===== config.mk =====
export PLATFORM = sky130hd
export DESIGN_NAME = bcd_to_score
export DESIGN_NICKNAME = d
export VERILOG_FILES = /design/src/rtl/bcd_to_score.sv
export SDC_FILE = /design/constraint.sdc
export NUM_CORES = 1
export LEC_CHECK = 0
export CORE_MARGIN = 2
export CORE_UTILIZATION = 45
export DETAILED_ROUTE_END_ITERATION = 6
export GPL_TIMING_DRIVEN = 0
export PLACE_DENSITY = 0.72
export SETUP_SLACK_MARGIN = 0.3
export SYNTH_ARGS = -nofsm -noshare
export SYNTH_HDL_FRONTEND = slang
export SYNTH_SLANG_ARGS = --single-unit

===== constraint.sdc =====
create_clock -name Clk -period 4 [get_ports Clk]
set_input_delay 0.8 -clock Clk [delete_from_list [all_inputs] [get_ports Clk]]
set_output_delay 0.8 -clock Clk [all_outputs]
set_load 0.05 [all_outputs]

===== src/rtl/bcd_to_score.sv =====
// Sequential BCD-to-binary score converter: one digit per clock, MSD first, via acc*10+digit.
// Overflow handling selected by BCD_TO_SCORE_SATURATE_EN (defined: clamp to max, undefined: modulo wrap).
module bcd_to_score #(
  parameter int NUM_DIGITS = 4,
  parameter int SCORE_W    = 13
) (
  input  logic                    Clk,
  input  logic                    Reset_n,
  input  logic                    Start,
  input  logic [4*NUM_DIGITS-1:0] Digits,
  output logic [SCORE_W-1:0]      Score,
  output logic                    Valid,
  output logic                    Busy,
  output logic                    Error,
  output logic                    Overflow
);

  localparam int ACC_W = SCORE_W + 4;
  localparam int IDX_W = $clog2(NUM_DIGITS);

  typedef enum logic [1:0] {S_IDLE, S_CONV, S_DONE} state_t;

  state_t                  state_q, state_d;
  logic [4*NUM_DIGITS-1:0] digits_q, digits_d;
  logic [ACC_W-1:0]        acc_q, acc_d;
  logic [IDX_W-1:0]        idx_q, idx_d;
  logic                    inv_q, inv_d;
  logic [SCORE_W-1:0]      score_q, score_d;
  logic                    err_q, err_d;
  logic                    ovf_q, ovf_d;
  logic                    valid_q, valid_d;

  logic [3:0]              cur_digit;
  logic [ACC_W-1:0]        acc_mac;
  logic                    in_invalid;

  assign cur_digit = digits_q[{idx_q, 2'b00} +: 4];
  assign acc_mac   = (acc_q << 3) + (acc_q << 1) + {{(ACC_W-4){1'b0}}, cur_digit};

  always_comb begin
    in_invalid = 1'b0;
    for (int i = 0; i < NUM_DIGITS; i++) begin
      if (Digits[4*i +: 4] > 4'd9) in_invalid = 1'b1;
    end
  end

  always_comb begin
    state_d  = state_q;
    digits_d = digits_q;
    acc_d    = acc_q;
    idx_d    = idx_q;
    inv_d    = inv_q;
    score_d  = score_q;
    err_d    = err_q;
    ovf_d    = ovf_q;
    valid_d  = 1'b0;
    case (state_q)
      S_IDLE: begin
        if (Start) begin
          digits_d = Digits;
          acc_d    = '0;
          idx_d    = IDX_W'(NUM_DIGITS - 1);
          inv_d    = in_invalid;
          state_d  = S_CONV;
        end
      end
      S_CONV: begin
        acc_d = acc_mac;
        if (idx_q == '0) begin
          // Result is registered on the same edge that enters DONE.
          state_d = S_DONE;
          valid_d = 1'b1;
          if (inv_q) begin
            score_d = '0;
            err_d   = 1'b1;
            ovf_d   = 1'b0;
          end else if (|acc_mac[ACC_W-1:SCORE_W]) begin
            err_d = 1'b0;
            ovf_d = 1'b1;
`ifdef BCD_TO_SCORE_SATURATE_EN
            score_d = '1;
`else
            score_d = acc_mac[SCORE_W-1:0];
`endif
          end else begin
            score_d = acc_mac[SCORE_W-1:0];
            err_d   = 1'b0;
            ovf_d   = 1'b0;
          end
        end else begin
          idx_d = idx_q - IDX_W'(1);
        end
      end
      S_DONE: begin
        state_d = S_IDLE;
      end
      default: begin
        state_d = S_IDLE;
      end
    endcase
  end

  always_ff @(posedge Clk) begin
    if (!Reset_n) begin
      state_q  <= S_IDLE;
      digits_q <= '0;
      acc_q    <= '0;
      idx_q    <= '0;
      inv_q    <= 1'b0;
      score_q  <= '0;
      err_q    <= 1'b0;
      ovf_q    <= 1'b0;
      valid_q  <= 1'b0;
    end else begin
      state_q  <= state_d;
      digits_q <= digits_d;
      acc_q    <= acc_d;
      idx_q    <= idx_d;
      inv_q    <= inv_d;
      score_q  <= score_d;
      err_q    <= err_d;
      ovf_q    <= ovf_d;
      valid_q  <= valid_d;
    end
  end

  assign Score    = score_q;
  assign Valid    = valid_q;
  assign Busy     = (state_q != S_IDLE);
  assign Error    = err_q;
  assign Overflow = ovf_q;

endmodule


Yosys cells after proc, flatten, opt, wreduce, memory -nomap -nowiden
Index checks and enable logic that the tools add are counted.
Widths: inputs -> output; s select.
{ "word_totals": {"ff_bits": 53, "input_bits": 19, "out_inout_bits": 17, "wordCells": 49} }
{ "op_classes": {"addsub": 3, "order_cmp": 4, "n_eq_ne": 4, "n_shift": 1, "n_mux": 17, "n_reduce_logical": 11} }
{ "op_table": {"columns": ["cell", "n"], "rows": [
  ["$pmux 16 s2", 1],
  ["$add 17x17->17", 1],
  ["$add 17x4->17", 1],
  ["$gt 4x4->1 const B", 4],
  ["$mux 16", 1],
  ["$shiftx 16x5->4", 1],
  ["$mux 13", 1],
  ["$reduce_and 2->1", 5],
  ["$mux 1", 8],
  ["$mux 2", 4],
  ["$pmux 2 s2", 2],
  ["$ne 2x2->1 const B", 3],
  ["$logic_not 2->1", 2],
  ["$reduce_bool 2->1", 2],
  ["$reduce_or 4->1", 1],
  ["$reduce_and 3->1", 1],
  ["$eq 2x1->1 const B", 1],
  ["$sub 2x1->2 const B", 1]
]} }

Depth between registers and ports, before layout
{ "depth": {"word_depth": 5, "depth_mapped": 13, "ltp_nobuf": 12} }

Worst setup path before layout
No wires, ideal clock.
{ "synth_path": {"path_kind": "flip-flop to flip-flop", "start": "register idx_q[0]", "end": "register acc_q[14]", "setup_time_ns": 0.115, "arrival_time_ns": 3.056, "required_ns": 3.885, "setup_slack_ns": 0.829, "path_stages_with_launch": 13, "path_buffers": 1, "synth_period_minus_slack_ns": 3.171, "cell_sequence": "dfxtp_1 > clkbuf_1 > mux4_2 > inv_1 > fa_1 > fa_1 > nor2b_1 > o31a_4 > o2111ai_1 > a21oi_1 > xnor2_1 > o21ai_0 > and2_1"} }
{ "synth_via": {"elab_chain_len": 3} }
{ "synth_rtl": {"columns": ["item", "line", "rtl"], "rows": [
  ["start: declaration", "26", "logic [IDX_W-1:0] idx_q, idx_d;"],
  ["start signal: assignment", "118", "idx_q <= idx_d;"],
  ["$shiftx 16x5->4", "37", "assign cur_digit = digits_q[{idx_q, 2'b00} +: 4];"],
  ["$add 17x4->17", "38", "assign acc_mac = (acc_q << 3) + (acc_q << 1) + {{(ACC_W-4){1'b0}}, cur_digit};"],
  ["$pmux 16 s2", "57", "case (state_q)"],
  ["end signal: assignment", "107", "acc_q <= '0;"],
  ["end signal: assignment", "117", "acc_q <= acc_d;"],
  ["end: declaration", "25", "logic [ACC_W-1:0] acc_q, acc_d;"]
]} }
No other way between the ends.
A chain may end at the register's enable or synchronous reset.

Final worst setup path
Same ends and word-level chain as after synthesis.

==> metrics.md <==
| Metric | Value |
|---|---|
| Run status | `finished clean` |
| Syn_area_per_cell | `8.70 um^2` |
| Comb power frac | `0.172` |
| Clock tree sinks | `53` |
| Layout Nets | `438` |
| Synth top cells by count | `57 x nand2_1, 53 x dfxtp_1, 29 x ha_1` |
| Critical Path Fanout Max | `7` |
| Psw | `0.000305 W` |
| TNS Setup | `0 ns` |
| Hold Path Class | `reg2reg` |
| Vias in the first global route | `2,487` |
| Crit path from | `idx_q[0]` |
| Hold buffer count at cts | `0` |
| Final min period | `3.42 ns` |
| RSZ-0062 raised after global routing | `no` |
| Antenna Violating Nets Remaining | `0` |
| Pwr per Cell Area | `295 nW/um^2` |
| Fillcell total | `601` |
| DR WL/cell | `15.0 um` |
| Achievable clock frequency | `292 MHz` |
| Core area | `6420 um^2` |
| Final Max Tran Viols | `0` |
| Syn Nets | `397` |
| Int Power | `0.000741 W` |
| Sw Share | `0.292` |
| Syn-to-layout area delta | `17.5%` |
| Setup crit start kind | `flop` |
| Slew margin rel. | `0.597` |
| Port buffer count | `34` |
| Initial Utilization | `0.470` |
| # IOs | `36` |
| Min-delay src | `digits_q[1]` |
| Crit share post-route | `0.856` |
| Skew final | `0.00701 ns` |
| Mapped cell area | `3020 um^2` |
| Longest Clk Path Bufs | `2` |
| Worst EP required | `4.21 ns` |
| Clock power share | `0.293` |
| Die footprint | `7380 um^2` |
| Placer Congestion | `0.853` |
| Critical Path Slowest Stage Cell | `mux4_2` |
| EDFF count, synth | `0` |
| CTS tree | `built` |
| Clk pin slew, worst setup/hold paths | `0.10 ns` |
| Largest net degree at the start of global routing | `17` |
| CP cell instances | `clkbuf_2 > mux4_2 > inv_1 > fa_1 > fa_1 > nor2b_1 > o31a_4 > o2111ai_1 > a21oi_1 > xnor2_1 > o21ai_0 > and2_1` |
| Grt ovf | `0` |
| Clock root cell | `clkbuf_8` |
| Clock insertion delay at the later pin of the skew report | `0.31 ns` |
| Most frequent CP cell | `fa_1` |
| Reg2reg start | `idx_q[0]` |
| Die Span Y | `85.9 um` |
| Routed WL | `7.00 mm` |
| Critical path class | `reg2reg` |
| Most numerous cell in the Yosys netlist | `nand2_1` |
| Die Wd | `85.9 um` |
| Post-synthesis sequential area ratio | `0.351` |
| Initial antenna violation count | `0` |
| Synth Register Bits | `53` |
| CP delay by family, top | `adder cells` |
| Maximum VDD drop | `0.162 mV` |
| Vias per Instance | `5.44` |
| Max incr delay on CP | `0.52 ns` |
| Remaining DRCs | `0` |
| Share of layout cells above drive strength 1 | `0.0617` |
| Final Total Pwr | `0.00105 W` |
| Crit path buf inv count | `2` |
| Sequential Area | `1060 um^2` |
| Global route hottest layer | `met2` |
| Post-Synthesis Cells | `347` |
| Inserted Clock Buffers | `5` |
| Iteration-0 DRC Markers | `74` |
| Seq pwr share | `0.535` |
| Max-Cap Viols | `0` |
| First-pass GRT wire length | `11.7 mm` |
| Most common flop cell mapped by yosys | `dfxtp_1` |
| Via count | `2,534` |
| Distinct cells, synth | `45` |
| Top post-synthesis cells by area | `dfxtp_1 35%, ha_1 12%, nand2_1 7.1%` |
| Setup crit end kind | `flop` |
| Synth top area share | `0.351` |
| WP data arrival | `3.63 ns` |
| Met2 GRT Util | `0.347` |
| Yosys top cell by area | `dfxtp_1` |
| Hpwl dp | `5.37 mm` |
| Leakage power total | `1.46 nW` |
| Async set or reset register ratio after synthesis | `0` |
| Worst Tran Pin Value | `0.605 ns` |
| GR Layer Usage met3 | `0.0318` |
| Row Count | `29` |
| Final Hold Fails | `0` |
| Footprint of the multi-input gates | `1840 um^2` |
| Antenna Cells | `0` |
| H-tree depth | `2` |
| GR Util met1 | `0.253` |
| Endpoints failing setup | `0` |
| YS warnings | `0` |
| Tot GR Track Use | `0.201` |
| Router iterations before antenna repair | `4` |
[registers in the layout, summed over array words and instances (netlist names)]
signal,cells
acc_q,16
digits_q,16
Score,13
idx_q,2
state_q,2
Error,1
Overflow,1
Valid,1
inv_q,1
[final timing paths]
path / end / slack, ns / cells after the start
setup / recovery: acc_q[14] / 0.58 / 12
hold / removal: digits_q[1] / 0.47 / 2
setup reg to reg: acc_q[14] / 0.58 / 12
hold reg to reg: digits_q[1] / 0.47 / 2
[power by group through the flow]
stage,clock network (W),registers (W),logic [W]
2_1_floorplan,0,0.000576,0.000111
3_3_place_gp,0,0.000572,0.000177
3_5_place_dp,0,0.000573,0.000181
4_1_cts,0.000315,0.000560,0.000181
5_1_grt,0.000334,0.000563,0.000199
6_report,0.000306,0.000560,0.000180
[logic make-up (layout without fill, tap and decap cells)]
family | Yosys count | count (layout) | synth area share
XOR/XNOR | 14 | 14 | 0.0406
adder cells (fa/ha/maj) | 31 | 31 | 0.133
multiplexers | 5 | 5 | 0.0332
AND/OR/NAND/NOR | 129 | 129 | 0.206
buffers and inverters | 31 | 73 | 0.0398
flip-flops | 53 | 53 | 0.351
AO/OA/AOI/OAI | 84 | 84 | 0.196
[per-stage QoR]
step	hold slack, ns	util	area [um^2]	worst slack [ns]	cells
detailed placement	0.458	0.538	3460	0.382	458
CTS	0.472	0.552	3540	0.358	466
global placement	0.448	0.538	3460	0.441	458
global route	0.486	0.553	3550	0.346	466
floorplan	0.440	-	3020	0.829	347
finish	0.468	0.553	3550	0.578	466
[placed cells by master, fill, tap and decap left out, types with 2 or more instances in the layout]
| master | netlist | layout |
|---|---|---|
| nand2_1 | 57 | 57 |
| dfxtp_1 | 53 | 53 |
| clkdlybuf4s50_1 | 0 | 34 |
| ha_1 | 29 | 29 |
| a21boi_0 | 27 | 27 |
| nand3_1 | 20 | 20 |
| nor2b_1 | 17 | 17 |
| clkbuf_1 | 16 | 15 |
| a21oi_1 | 15 | 15 |
| inv_1 | 12 | 12 |
| nor2_1 | 11 | 11 |
| o21ai_0 | 11 | 11 |
| xnor2_1 | 8 | 8 |
| a22oi_1 | 8 | 8 |
| and2_1 | 7 | 7 |
| xor2_1 | 6 | 6 |
| o21a_1 | 5 | 5 |
| clkbuf_8 | 0 | 5 |
| mux4_2 | 4 | 4 |
| and3_1 | 4 | 4 |
| buf_2 | 3 | 3 |
| nor3_1 | 3 | 3 |
| nor3b_1 | 2 | 2 |
| nand2b_1 | 2 | 2 |
| a21o_1 | 2 | 2 |
| o211a_1 | 2 | 2 |
| a31oi_1 | 2 | 2 |
| fa_1 | 2 | 2 |
| clkinv_2 | 0 | 2 |
[what timing repair did]
item / CTS / global route
gates resized for setup: 0 / 3
buffers inserted: 0 / 0
setup endpoints to repair: 0 / 8
[worst min-delay path: cells and delay by family, from the launching register on]
family,cells,cell delay [ns]
simple gates,1,0.04
compound gates,1,0.06
flops,1,0.32
[area by class of cell]
class	instances	area share
flip-flops and latches	53	0.299
clock inverters	3	0.00494
repair buffers	34	0.0959
well taps	77	0.0272
plain buffers	19	0.0215
multi-input cells	263	0.519
inverters	12	0.0127
clock buffers	5	0.0194
[metal layers]
| layer | share of wire | routed length, um | vias to the layer above |
|---|---|---|---|
| met5 | 0 | 0 | - |
| met4 | 0.020 | 143 | 0 |
| met3 | 0.031 | 220 | 10 |
| met2 | 0.50 | 3490 | 43 |
| met1 | 0.45 | 3150 | 1188 |
| li1 | - | - | 1293 |
Power figures use the tool's default switching activity.
